==> src/rtl/img3d_pkg.sv <==
// img3d_pkg: shared types and widths for the 3D-imaging cache reader.
package img3d_pkg;
  localparam int IMG3D_DATA_W = 32;
  localparam int IMG3D_LEN_W  = 16;
  typedef enum logic [1:0] {IDLE, STREAM, FLUSH} state_e;
endpackage

==> src/rtl/img3d_rd_buf2.sv <==
// img3d_rd_buf2: 2-entry FIFO-ordered output buffer with occupancy and synchronous clear.
module img3d_rd_buf2 #(
  parameter int W = 32
) (
  input  logic         clk,
  input  logic         rst,
  input  logic         clr_i,
  input  logic         push_i,
  input  logic         pop_i,
  input  logic [W-1:0] din_i,
  output logic [W-1:0] dout_o,
  output logic [1:0]   occ_o
);
  logic [W-1:0] head_q, tail_q;
  logic [1:0] occ_q;
  logic head_we, tail_we;
  // head refills from tail when full, or straight from din when the pushed word lands at the front
  assign head_we = pop_i ? (occ_q == 2'd2 || push_i) : (push_i && occ_q == 2'd0);
  assign tail_we = push_i && (pop_i ? occ_q == 2'd2 : occ_q == 2'd1);
  assign dout_o  = head_q;
  assign occ_o   = occ_q;
  always_ff @(posedge clk) begin
    if (rst) begin
      head_q <= '0;
      tail_q <= '0;
    end else begin
      if (head_we) head_q <= (pop_i && occ_q == 2'd2) ? tail_q : din_i;
      if (tail_we) tail_q <= din_i;
    end
    occ_q <= (rst || clr_i) ? 2'd0 : occ_q + {1'b0, push_i} - {1'b0, pop_i};
  end
endmodule

==> src/rtl/img3d_cache_reader.sv <==
// img3d_cache_reader: drains the DDR cache FIFO into a framed AXI4-Stream, one frame at a time.
// Define IMG3D_CACHE_RD_STAT_EN to build the saturating starvation counter behind stat_underrun.
module img3d_cache_reader
  import img3d_pkg::*;
#(
  parameter int DATA_W = IMG3D_DATA_W,
  parameter int LEN_W  = IMG3D_LEN_W
) (
  input  logic              clk,
  input  logic              rst,
  input  logic              start,
  input  logic              abort,
  input  logic [LEN_W-1:0]  frame_len,
  input  logic [7:0]        frame_num,
  input  logic [DATA_W-1:0] fifo_rddata,
  output logic              fifo_rden,
  input  logic              fifo_empty,
  output logic [DATA_W-1:0] m_axis_tdata,
  output logic              m_axis_tvalid,
  input  logic              m_axis_tready,
  output logic              m_axis_tlast,
  output logic              m_axis_tuser,
  output logic              busy,
  output logic              done,
  output logic              cfg_err,
  output logic [15:0]       stat_underrun
);
  localparam int RW = LEN_W + 8;
  state_e state_q, state_d;
  logic [LEN_W-1:0] len_q, len_d, word_cnt_q, word_cnt_d;
  logic [7:0] num_q, num_d, frm_cnt_q, frm_cnt_d;
  logic [RW-1:0] rd_left_q, rd_left_d;
  logic inflight_q, pop, push, clr, go, zero_cfg, last_frame;
  logic [1:0] occ;
  logic [2:0] level;
  assign zero_cfg      = frame_len == '0 || frame_num == '0;
  assign go            = state_q == IDLE && start && !abort && !zero_cfg;
  assign cfg_err       = state_q == IDLE && start && zero_cfg;
  assign busy          = state_q != IDLE;
  assign m_axis_tvalid = occ != 2'd0;
  assign pop           = m_axis_tvalid && m_axis_tready;
  assign m_axis_tuser  = m_axis_tvalid && word_cnt_q == '0;
  assign m_axis_tlast  = m_axis_tvalid && word_cnt_q == len_q - LEN_W'(1);
  assign last_frame    = frm_cnt_q == num_q - 8'd1;
  assign done          = pop && m_axis_tlast && last_frame;
  // words already owed to the buffer; a read may only issue if its word will have a slot
  assign level         = 3'(occ) + 3'(inflight_q);
  assign fifo_rden     = state_q == STREAM && !abort && !fifo_empty && rd_left_q != '0 && level < 3'd2 + 3'(pop);
  assign clr           = state_q == STREAM && abort;
  assign push          = inflight_q && state_q == STREAM;
  img3d_rd_buf2 #(.W(DATA_W)) u_buf (
    .clk    (clk),
    .rst    (rst),
    .clr_i  (clr),
    .push_i (push),
    .pop_i  (pop),
    .din_i  (fifo_rddata),
    .dout_o (m_axis_tdata),
    .occ_o  (occ)
  );
  always_comb begin
    state_d    = go ? STREAM
               : (state_q == STREAM && done) ? IDLE
               : (state_q == STREAM && abort) ? FLUSH
               : (state_q == FLUSH && !inflight_q) ? IDLE : state_q;
    len_d      = go ? frame_len : len_q;
    num_d      = go ? frame_num : num_q;
    rd_left_d  = go ? RW'(frame_len) * RW'(frame_num) : rd_left_q - RW'(fifo_rden);
    word_cnt_d = (go || (pop && m_axis_tlast)) ? '0 : word_cnt_q + LEN_W'(pop);
    frm_cnt_d  = go ? '0 : frm_cnt_q + 8'(pop && m_axis_tlast);
  end
  always_ff @(posedge clk) begin
    if (rst) begin
      state_q    <= IDLE;
      len_q      <= '0;
      num_q      <= '0;
      rd_left_q  <= '0;
      word_cnt_q <= '0;
      frm_cnt_q  <= '0;
      inflight_q <= 1'b0;
    end else begin
      state_q    <= state_d;
      len_q      <= len_d;
      num_q      <= num_d;
      rd_left_q  <= rd_left_d;
      word_cnt_q <= word_cnt_d;
      frm_cnt_q  <= frm_cnt_d;
      inflight_q <= fifo_rden;
    end
  end
`ifdef IMG3D_CACHE_RD_STAT_EN
  logic [15:0] stat_q, stat_d;
  assign stat_d = (state_q == STREAM && occ == 2'd0 && !inflight_q && fifo_empty && rd_left_q != '0 && stat_q != 16'hFFFF)
                ? stat_q + 16'd1 : stat_q;
  always_ff @(posedge clk) begin
    stat_q <= (rst || go) ? '0 : stat_d;
  end
  assign stat_underrun = stat_q;
`else
  assign stat_underrun = '0;
`endif
endmodule

==> config.mk <==
export PLATFORM = sky130hd
export DESIGN_NAME = img3d_cache_reader
export DESIGN_NICKNAME = d
export VERILOG_FILES = /design/src/rtl/img3d_pkg.sv /design/src/rtl/img3d_rd_buf2.sv /design/src/rtl/img3d_cache_reader.sv
export SDC_FILE = /design/constraint.sdc
export NUM_CORES = 1
export LEC_CHECK = 0
export ABC_AREA = 1
export BUFFER_PORTS_ARGS = -buffer_cell sky130_fd_sc_hd__buf_2
export CAP_MARGIN = 20
export CORE_UTILIZATION = 50
export CTS_BUF_LIST = sky130_fd_sc_hd__clkbuf_8
export DETAILED_ROUTE_END_ITERATION = 12
export PLACE_DENSITY = 0.69
export SETUP_SLACK_MARGIN = 0.15
export SYNTH_ARGS = -nofsm -noshare
export SYNTH_HDL_FRONTEND = slang
export SYNTH_HIERARCHICAL = 1
export SYNTH_SLANG_ARGS = --single-unit
==> constraint.sdc <==
create_clock -name clk -period 14.4 [get_ports clk]
set_clock_uncertainty 0.2 [all_clocks]
set_input_delay 2.16 -clock clk [delete_from_list [all_inputs] [get_ports clk]]
set_output_delay 2.16 -clock clk [all_outputs]
set_load 0.05 [all_outputs]
==> After elaboration in Yosys (flattened, before gate mapping) <==
Cells that the tools add are included.
W data, S select, Z words.
{ "op_classes": {"bitwise": 0, "eq_ne": 6, "n_mul": 1, "n_mux": 8, "n_shift": 0, "order_cmp": 1, "n_div": 0, "add_sub_neg": 9, "n_reduce_logical": 41} }
{ "op_table": {"columns": ["operator", "n"], "rows": [
  ["$logic_not A16 Y1", 2],
  ["$mux W32", 1],
  ["$mul A16 B8 Y24", 1],
  ["$mux W24", 1],
  ["$reduce_bool A24 Y1", 1],
  ["$sub A24 B1 Y24", 1],
  ["$logic_and A1 B1 Y1", 20],
  ["$add A16 B1 Y16", 1],
  ["$eq A16 B16 Y1", 1],
  ["$sub A16 B1 Y16 const B", 1],
  ["$add A8 B1 Y8", 1],
  ["$eq A8 B8 Y1", 1],
  ["$logic_not A8 Y1", 1],
  ["$sub A8 B1 Y8 const B", 1],
  ["$reduce_bool A2 Y1", 3],
  ["$eq A2 B1 Y1 const B", 2],
  ["$eq A2 B2 Y1 const B", 2],
  ["$logic_not A1 Y1", 4],
  ["$logic_not A2 Y1", 2],
  ["$logic_or A1 B1 Y1", 4],
  ["$mux W1", 4],
  ["$mux W2", 2],
  ["$reduce_bool A4 Y1", 1],
  ["$reduce_or A2 Y1", 2],
  ["other kinds (6)", 6]
]} }
{ "word_totals": {"input_bits": 62, "mem_bits_rw": 0, "reg_bits": 141, "rom_bits": 0, "wordCells": 77, "latch_bits": 0, "mem_count": 0} }

==> Depth between registers and ports, before layout <==
Gate-level depths: netlist of run 1.
{ "depth": {"depth_word": 8, "depth_mapped": 23, "ltp_nobuf": 21} }

==> Modules after synthesis <==
The synthesis of run 1 kept the hierarchy.
{ "by_module_without_submodules": {"columns": ["module", "cells_each", "seq_area_each_um2", "area_per_inst_um2", "instances"], "rows": [
  ["img3d_cache_reader", 1337, 1501.4, 8948.6, 1],
  ["img3d_rd_buf2", 573, 1321.3, 3418.3, 1]
]} }

==> Worst setup path after synthesis of run 1 <==
OpenSTA, ideal clock, no wires.
{ "synth_timing": {"kind": "in2reg", "from": "input port frame_num[7]", "to": "register rd_left_q[17]", "arrival_ps": 6398, "stages": 21, "setup_ps": 110, "path_buffers": 2, "setup_slack_ps": 7692, "path_cell_list": "clkbuf_1 clkbuf_1 nand2_1 fa_1 fa_1 inv_1 fa_1 inv_1 fa_1 inv_1 ha_1 nand2_1 o21ai_0 a21oi_1 o21ai_0 a21oi_1 xnor2_1 nand2_1 o21ai_1 nand2_1 inv_1"} }
{ "synth_via": {"elab_chain_cells": 5, "elab_cells_between_ends": 6} }
{ "synth_rtl": {"columns": ["item", "line_no", "source"], "rows": [
  ["start: declaration", "img3d_cache_reader.sv:14", "input logic [7:0] frame_num,"],
  ["branches (longest 4 deep; another with $mul A16 B8 Y24)", null, null],
  ["$mux W24 (*)", "img3d_cache_reader.sv:68", "rd_left_d = go ? RW'(frame_len) * RW'(frame_num) : rd_left_q - RW'(fifo_rden);"],
  ["end signal: assignment", "img3d_cache_reader.sv:85", "rd_left_q <= rd_left_d;"],
  ["end: declaration", "img3d_cache_reader.sv:32", "logic [RW-1:0] rd_left_q, rd_left_d;"]
]} }
Every way passes the cells marked *.
A chain may end at the register's enable or synchronous reset.

==> Worst setup path in the final report of run 1 <==
Ends and elaborated chain as after synthesis.

==> results by group, run 1 <==
Run status
  – Status: finished, final reports clean

Global routing
  – Largest net degree at the start of global routing: 74
  – Number of global-route vias before repair: 10998
  – Initial antenna violation count: 0
  – First-pass GRT wire length: 51.1 mm
  – Congestion Overflow GR: 0
  – GRT Total Usage: 0.244

STA
  – Final period utilization: 0.455
  – Final hold violations: 0
  – Worst setup slack after layout: 7.85 ns
  – Maximum clock rate: 153 MHz
  – Setup violators final: 0
  – Worst-margin pin slew: 0.980 ns
  – Crit path time final: 6.55 ns
  – Slew Limit Fails: 0
  – Setup TNS after final layout: 0 ns
  – RSZ-0062 raised after global routing: false
  – Slew Limit Headroom: 0.346

Floorplan
  – Die Width: 159 um
  – Core Rows: 57
  – CORE AREA: 24300 sq um
  – Initial Util: 0.509
  – Die area: 25400 sq um
  – Ports: 117
  – Vert. Die Dim: 159 um

Setup path
  – Critical path class: in2reg
  – Critical Path AT: 6.72 ns
  – Crit-path max FO: 18
  – Worst Path Required: 14.58 ns
  – Critical-path cell with the highest stage delay: fa_1
  – CP Buf/Inv Count: 5
  – Critical Path Source Type: input pin
  – Worst path max stage delay: 0.55 ns
  – Setup crit end kind: flip-flop
  – CP delay by family, top: adder cells
  – Critical path, cell by cell: buf_2 -> nand2_1 -> fa_1 -> fa_1 -> inv_1 -> fa_1 -> inv_1 -> fa_1 -> inv_1 -> ha_1 -> nand2_1 -> o21ai_0 -> a21oi_1 -> o21ai_0 -> a21oi_1 -> xnor2_1 -> nand2_1 -> o21ai_1 -> nand2_1 -> inv_1

Job
  – Max Cap Violations: 0

Clock network
  – CTS Sinks: 141
  – # hold bufs at CTS: 0
  – CTS tree: done
  – Post-CTS Repair Setup Buffers: 0
  – CTS resizes: 0
  – Clock Pin Slew Worst Setup and Hold Paths: 0.10 ns
  – Worst skew pair latency: 0.47 ns
  – Cts bufs inserted: 17
  – H-Tree Depth: 4
  – Root Driver: clkbuf_8
  – Clock Tree Buf Depth: 2

Power and ir drop
  – Pint: 843 uW
  – Psw: 768 uW
  – Power density over the cells: 121 nW/um^2
  – Sw Ratio: 0.477
  – Leakage Power: 7.26 nW
  – Clock power share: 0.193
  – Sequential power share: 0.273
  – Worst vdd ir: 0.0000979 V
  – Comb power frac: 0.534

Placed design
  – Placer congestion estimate: 0.882
  – Setup WS pre-CTS: 7.43 ns
  – Placed inst area: 12900 sq um
  – # port buffers: 100
  – Hpwl dp: 21.7 mm

Final layout
  – Antenna cells: 0
  – Area Overhead vs Synth: 7.59%
  – Final Cell Area: 13300 sq um
  – Share of cells above drive strength 1: 0.0855
  – Layout Nets: 2154
  – Fillers: 2459

Drt
  – 1st-pass router iterations: 5
  – Vias per cell: 4.94
  – DR WL/cell: 12.8 um
  – Final WL: 29.3 mm
  – DRC violations left: 0
  – Total number of vias: 11319
  – Antenna Violating Nets Remaining: 0
  – Initial DRC Count: 857

Yosys
  – Post-synthesis cell area: 12400 sq um
  – Yosys warnings: 6
  – Mapped Cells: 1910
  – Seq/Total Area, Yosys: 0.228
  – Flops & latches, synth: 141
  – Synth cell types: 45
  – Avg Inst Size Synth: 6.47 sq um

Worst hold path
  – Hold crit path type: reg2reg
==> state kept, by name, indices dropped and copies added, names as in the netlist, 8 cells and up <==
name / cells
frm_cnt_q: 8
len_q: 16
num_q: 8
rd_left_q: 24
u_buf/dout_o: 32
u_buf/tail_q: 32
word_cnt_q: 16
==> synthesized netlist by cell type <==
library cell | n | area, sq um
o21a_1 | 1 | 7.51
o211a_1 | 1 | 10.0
xor2_1 | 33 | 289
fa_1 | 84 | 1680
o21bai_1 | 4 | 30.0
o22ai_1 | 1 | 6.26
nand4_1 | 16 | 100
o211ai_1 | 2 | 15.0
inv_1 | 412 | 1550
a21o_1 | 2 | 15.0
buf_6 | 1 | 11.3
or2_2 | 7 | 43.8
a22oi_1 | 1 | 7.51
nand3b_1 | 5 | 37.5
and3_1 | 1 | 6.26
and2_1 | 1 | 6.26
o21ai_2 | 1 | 8.76
o21ai_1 | 2 | 10.0
nor3_2 | 1 | 10.0
dfxtp_1 | 141 | 2820
buf_4 | 20 | 150
nor2_4 | 2 | 22.5
nand2_2 | 4 | 25.0
nand2_1 | 434 | 1630
a211oi_1 | 3 | 22.5
ha_1 | 56 | 701
a21oi_1 | 108 | 541
o21ai_0 | 59 | 295
nor3_1 | 12 | 60.1
nor3b_1 | 2 | 15.0
nand3_1 | 124 | 621
nor4_1 | 15 | 93.8
nand2_4 | 1 | 11.3
xnor2_1 | 19 | 166
nand4_2 | 1 | 12.5
conb_1 | 1 | 3.75
a31oi_1 | 6 | 37.5
nor2_2 | 6 | 37.5
nor2_1 | 236 | 886
inv_2 | 4 | 15.0
a32o_1 | 1 | 10.0
buf_2 | 36 | 180
a311oi_1 | 1 | 8.76
clkbuf_1 | 36 | 135
buf_1 | 6 | 22.5
==> power by group through the flow <==
stage	Clock, mW	Combinational, mW	Sequential, mW
2_1_floorplan	0	0.646	0.468
3_3_place_gp	0	0.852	0.448
3_5_place_dp	0	0.854	0.448
4_1_cts	0.320	0.860	0.439
5_1_grt	0.336	0.993	0.443
6_report	0.311	0.860	0.439
==> cells in the final DEF (no fill, tap or decap), drive strengths merged <==
| cell type | count |
|---|---|
| o21bai | 4 |
| a21o | 2 |
| ha | 56 |
| xor2 | 33 |
| o21a | 1 |
| a31oi | 6 |
| a21oi | 108 |
| o211ai | 2 |
| dfxtp | 141 |
| and2 | 1 |
| or2 | 7 |
| o22ai | 1 |
| clkinv | 4 |
| nand3b | 5 |
| nor3 | 13 |
| nand2 | 439 |
| nand4 | 17 |
| fa | 84 |
| nor4 | 15 |
| a32o | 1 |
| conb | 16 |
| a22oi | 1 |
| o21ai | 62 |
| a311oi | 1 |
| and3 | 1 |
| clkbuf | 17 |
| buf | 107 |
| clkinvlp | 2 |
| xnor2 | 19 |
| inv | 425 |
| nor3b | 2 |
| nand3 | 124 |
| o211a | 1 |
| nor2 | 244 |
| a211oi | 3 |
==> through the flow <==
stage               hold slack (ns)  std cells  total power, mW   util
global placement              0.261       2255             1.30  0.530
floorplan                     0.248       1925             1.11      -
global route                  0.312       2289             1.77  0.547
detailed placement            0.269       2255             1.30  0.530
finish                        0.282       2289             1.61  0.547
CTS                           0.285       2287             1.62  0.545
==> routing by layer <==
layer	up-vias	wire (um)	GRT usage
li1	5809	-	-
met2	282	13900	0.416
met4	0	547	0.0721
met3	46	1490	0.0409
met5	-	0	0.0114
met1	5182	13400	0.314
==> cell type report <==
type / instances / area [sq um] / share of cell area
Tap cell: 324 / 405 / 0.0305
Timing Repair Buffer: 107 / 586 / 0.0440
Multi-Input combinational cell: 1269 / 7550 / 0.568
Clock buffer: 17 / 234 / 0.0176
Clock inverter: 15 / 144 / 0.0108
Inverter: 416 / 1560 / 0.117
Sequential cell: 141 / 2820 / 0.212
==> worst paths after layout <==
| path | start | endpoint | slack [ns] | cells after the start |
|---|---|---|---|---|
| hold / removal | num_q[1] | num_q[1] | 0.28 | 2 |
| hold reg to reg | num_q[1] | num_q[1] | 0.28 | 2 |
| setup reg to reg | u_buf/occ_o[1] | rd_left_q[20] | 10.86 | 18 |
| setup / recovery | frame_num[7] | rd_left_q[17] | 7.85 | 20 |
==> worst reg2reg max path, cell delays in order, from the launching register on <==
cell	delay, ns
dfxtp_1	0.49
nor2_1	0.11
inv_1	0.12
nand2_1	0.08
o21ai_0	0.14
inv_1	0.07
nor3_1	0.44
ha_1	0.26
ha_1	0.23
nand2_1	0.14
nor2_4	0.19
nand2_1	0.11
nor2_1	0.22
inv_1	0.13
nor2_1	0.17
a21oi_1	0.09
nor2_1	0.10
nand2_1	0.06
a21oi_1	0.14
==> kinds of logic (layout without fill, tap and decap cells) <==
family                     Yosys count  after routing  synth area share
AOI/OAI and AO/OA                  193            193            0.0829
buffers and inverters              515            555             0.167
adders and majority gates          140            140             0.193
DFF                                141            141             0.228
and+or+nand+nor                    868            868             0.292
other                                1             16          0.000303
xor gates and xnor gates            52             52            0.0368
No activity file was read; power rests on OpenSTA's default activity.
==> run 2: changes to the inputs <==
Settings changed: ABC_AREA 1 to 0, PLACE_DENSITY 0.69 to 0.72.
Clock period 14.4 ns to 5.6 ns, I/O delays scaled along.
==> run 2 against run 1 <==
Effect of this change: first-iteration DRC count fell by 39%; critical path type unchanged; highest routed layer unchanged; total power rose by 140%; critical endpoint is now rd_left_q[14]; design area fell by 4.3%; hold slack got worse by 0.011 ns; global-route usage fell by 0.55 points; sequential power rose to 2.5 times the previous value.
==> results by group, run 2 <==
Run status
  – Status: finished, final reports clean

Yosys
  – Yosys top cell area share: 0.240
  – Flops & latches, synth: 141
  – Number of synthesized flops with an enable pin: 0
  – Largest area contributor in the netlist: dfxtp_1
  – Synth cell types: 72
  – Seq/Total Area, Yosys: 0.240
  – Ys flop type: dfxtp_1
  – Mapped Cells: 1339
  – Avg Inst Size Synth: 8.77 sq um
  – Yosys warnings: 6
  – Synth area leaders: dfxtp_1 24%, fa_1 14%, and2_1 6.1%, ha_1 6.0%, mux2i_1 5.5%
  – Most instantiated cells after synthesis: 141 x dfxtp_1, 119 x inv_1, 115 x and2_1
  – Post-synthesis cell area: 11700 sq um
  – Ys async rst share: 0
  – Count leader, synth: dfxtp_1

Final layout
  – Layout Nets: 1605
  – Leading cell types in the layout, fill and taps excluded: 141 x dfxtp_1, 120 x inv_1, 115 x and2_1, 104 x nand2_1, 99 x buf_2
  – Most common cell after layout, fill and taps aside: dfxtp_1
  – Antenna cells: 0
  – Share of cells above drive strength 1: 0.131
  – Final Cell Area: 12700 sq um
  – Fillers: 2087
  – Area Overhead vs Synth: 8.47%

Placed design
  – Placer congestion estimate: 0.841
  – Hpwl dp: 20.6 mm
  – # port buffers: 100
  – Placed inst area: 12400 sq um

Power and ir drop
  – Power density over the cells: 305 nW/um^2
  – Leakage Power: 5.69 nW
  – Worst vdd ir: 0.000207 V

STA
  – Setup violators final: 0
  – Final period utilization: 0.911
  – Final hold violations: 0
  – RSZ-0062 raised after global routing: false
  – Slew Limit Headroom: 0.315
  – Maximum clock rate: 196 MHz
  – Crit path time final: 5.10 ns
  – Slew Limit Fails: 0
  – Worst hold slack: 0.271 ns
  – Setup TNS after final layout: 0 ns
  – Worst-margin pin slew: 1.03 ns

Setup path
  – CP most frequent cell: fa_1
  – Crit-path max FO: 18
  – Critical path, cell by cell: buf_2 -> and2_1 -> fa_1 -> fa_1 -> fa_1 -> inv_1 -> fa_1 -> inv_1 -> ha_1 -> a21o_1 -> a21oi_1 -> nand4_1 -> a31o_2 -> or2_2 -> a32o_1
  – R2R Path Start: u_buf/occ_o[1]
  – Cells on worst reg2reg path: 15
  – CP delay by family, top: adder cells
  – Worst reg-to-reg setup slack: 1.51 ns
  – Terminus of the critical flop-to-flop path: rd_left_q[18]
  – Critical Path AT: 5.24 ns
  – Worst Path Required: 5.74 ns
  – Critical path class: in2reg
  – Critical-path cell with the highest stage delay: fa_1
  – Setup crit end kind: flip-flop
  – CP Buf/Inv Count: 3
  – Critical Path Source Type: input pin
  – Worst path max stage delay: 0.55 ns

Drt
  – Initial DRC Count: 521
  – Vias per cell: 5.53
  – Final WL: 27.6 mm
  – 1st-pass router iterations: 5
  – Total number of vias: 9555
  – DR WL/cell: 16.0 um
  – DRC violations left: 0
  – Antenna Violating Nets Remaining: 0

Floorplan
  – Vert. Die Dim: 155 um
  – Initial Util: 0.514
  – CORE AREA: 22800 sq um
  – Ports: 117
  – Core Rows: 55
  – Die area: 24100 sq um
  – Die Width: 155 um

Global routing
  – Congestion Overflow GR: 0
  – Initial antenna violation count: 0
  – First-pass GRT wire length: 46.1 mm
  – GRT Total Usage: 0.238
  – Number of global-route vias before repair: 9499
  – Largest net degree at the start of global routing: 96

Clock network
  – Cts bufs inserted: 17
  – CTS resizes: 0
  – Worst skew pair latency: 0.45 ns
  – CTS tree: done
  – Clock Pin Slew Worst Setup and Hold Paths: 0.08 ns
  – # hold bufs at CTS: 0
  – H-Tree Depth: 4
  – Root Driver: clkbuf_8
  – Post-CTS Repair Setup Buffers: 0
  – Clock Tree Buf Depth: 2
  – CTS Sinks: 141

Worst hold path
  – Hold crit path type: reg2reg
  – Hold Path Depth: 2
  – Worst hold start: len_q[15]
  – Hold EP: len_q[15]

Job
  – Max Cap Violations: 0
-- run 2: cell count changes after synthesis, sizes merged, moves of 58 or more --
cell,before,now
and2,1,115
inv,416,119
nor2,244,81
nand2b,0,68
nand2,439,104
nand3,124,20
mux2i,0,65
a21oi,108,50
-- run 2: layer usage --
layer | GRT usage | part of all wire | up-vias
met3 | 0.0474 | 0.048 | 35
met1 | 0.295 | 0.44 | 4688
met2 | 0.418 | 0.50 | 204
li1 | - | - | 4628
met5 | 0 | 0 | -
met4 | 0.0682 | 0.015 | 0
-- run 2: how the worst max path moves through the flow --
stage	startpoint	end	slack (ns)	depth (start not counted)
3_3_place_gp	frame_num[7]	rd_left_q[20]	0.12	17
4_1_cts	frame_num[4]	rd_left_q[14]	0.55	15
5_1_grt	frame_num[7]	rd_left_q[19]	0.28	16
3_5_place_dp	frame_num[4]	rd_left_q[14]	0.07	15
2_1_floorplan	frame_len[2]	rd_left_q[22]	0.26	16
6_report	frame_num[4]	rd_left_q[14]	0.50	15
-- run 2: logic make-up after synthesis --
group,after synthesis,synth area share
AND/OR/NAND/NOR,497,0.230
buffers and inverters,214,0.0816
AO/OA/AOI/OAI,194,0.123
adder cells (fa/ha/maj),141,0.204
flip-flops,141,0.240
XOR/XNOR,83,0.0619
multiplexers,68,0.0589
other,1,0.000319
-- run 2: report_power, final --
group | leakage, nW | internal (mW) | switching, mW
clock network | 0.175 | 0.362 | 0.409
logic | 4.37 | 0.837 | 1.18
registers | 1.14 | 1.05 | 0.0479
total | 5.69 | 2.25 | 1.64
-- run 2: cell type report --
cell class                 count  area (sq um)  area share
multi-input combinational    999          8020       0.630
sequential                   141          2820       0.222
timing repair buffer         125           691      0.0542
inverter                     119           447      0.0351
tap                          313           392      0.0307
clock buffer                  18           248      0.0194
clock inverter                14           120     0.00943
-- run 2: stage by stage --
step | utilization | instances | setup WS (ns) | total power [mW]
global route | 0.558 | 1729 | 0.279 | 4.22
global placement | 0.542 | 1697 | 0.120 | 3.10
CTS | 0.558 | 1729 | 0.552 | 3.91
finish | 0.558 | 1729 | 0.496 | 3.89
floorplan | - | 1354 | 0.259 | 2.66
detailed placement | 0.542 | 1697 | 0.0663 | 3.13
-- run 2: worst min-delay path, stage by stage (launching register included) --
cell	delay, ns
dfxtp_1	0.32
nand2_1	0.05
a21oi_1	0.05
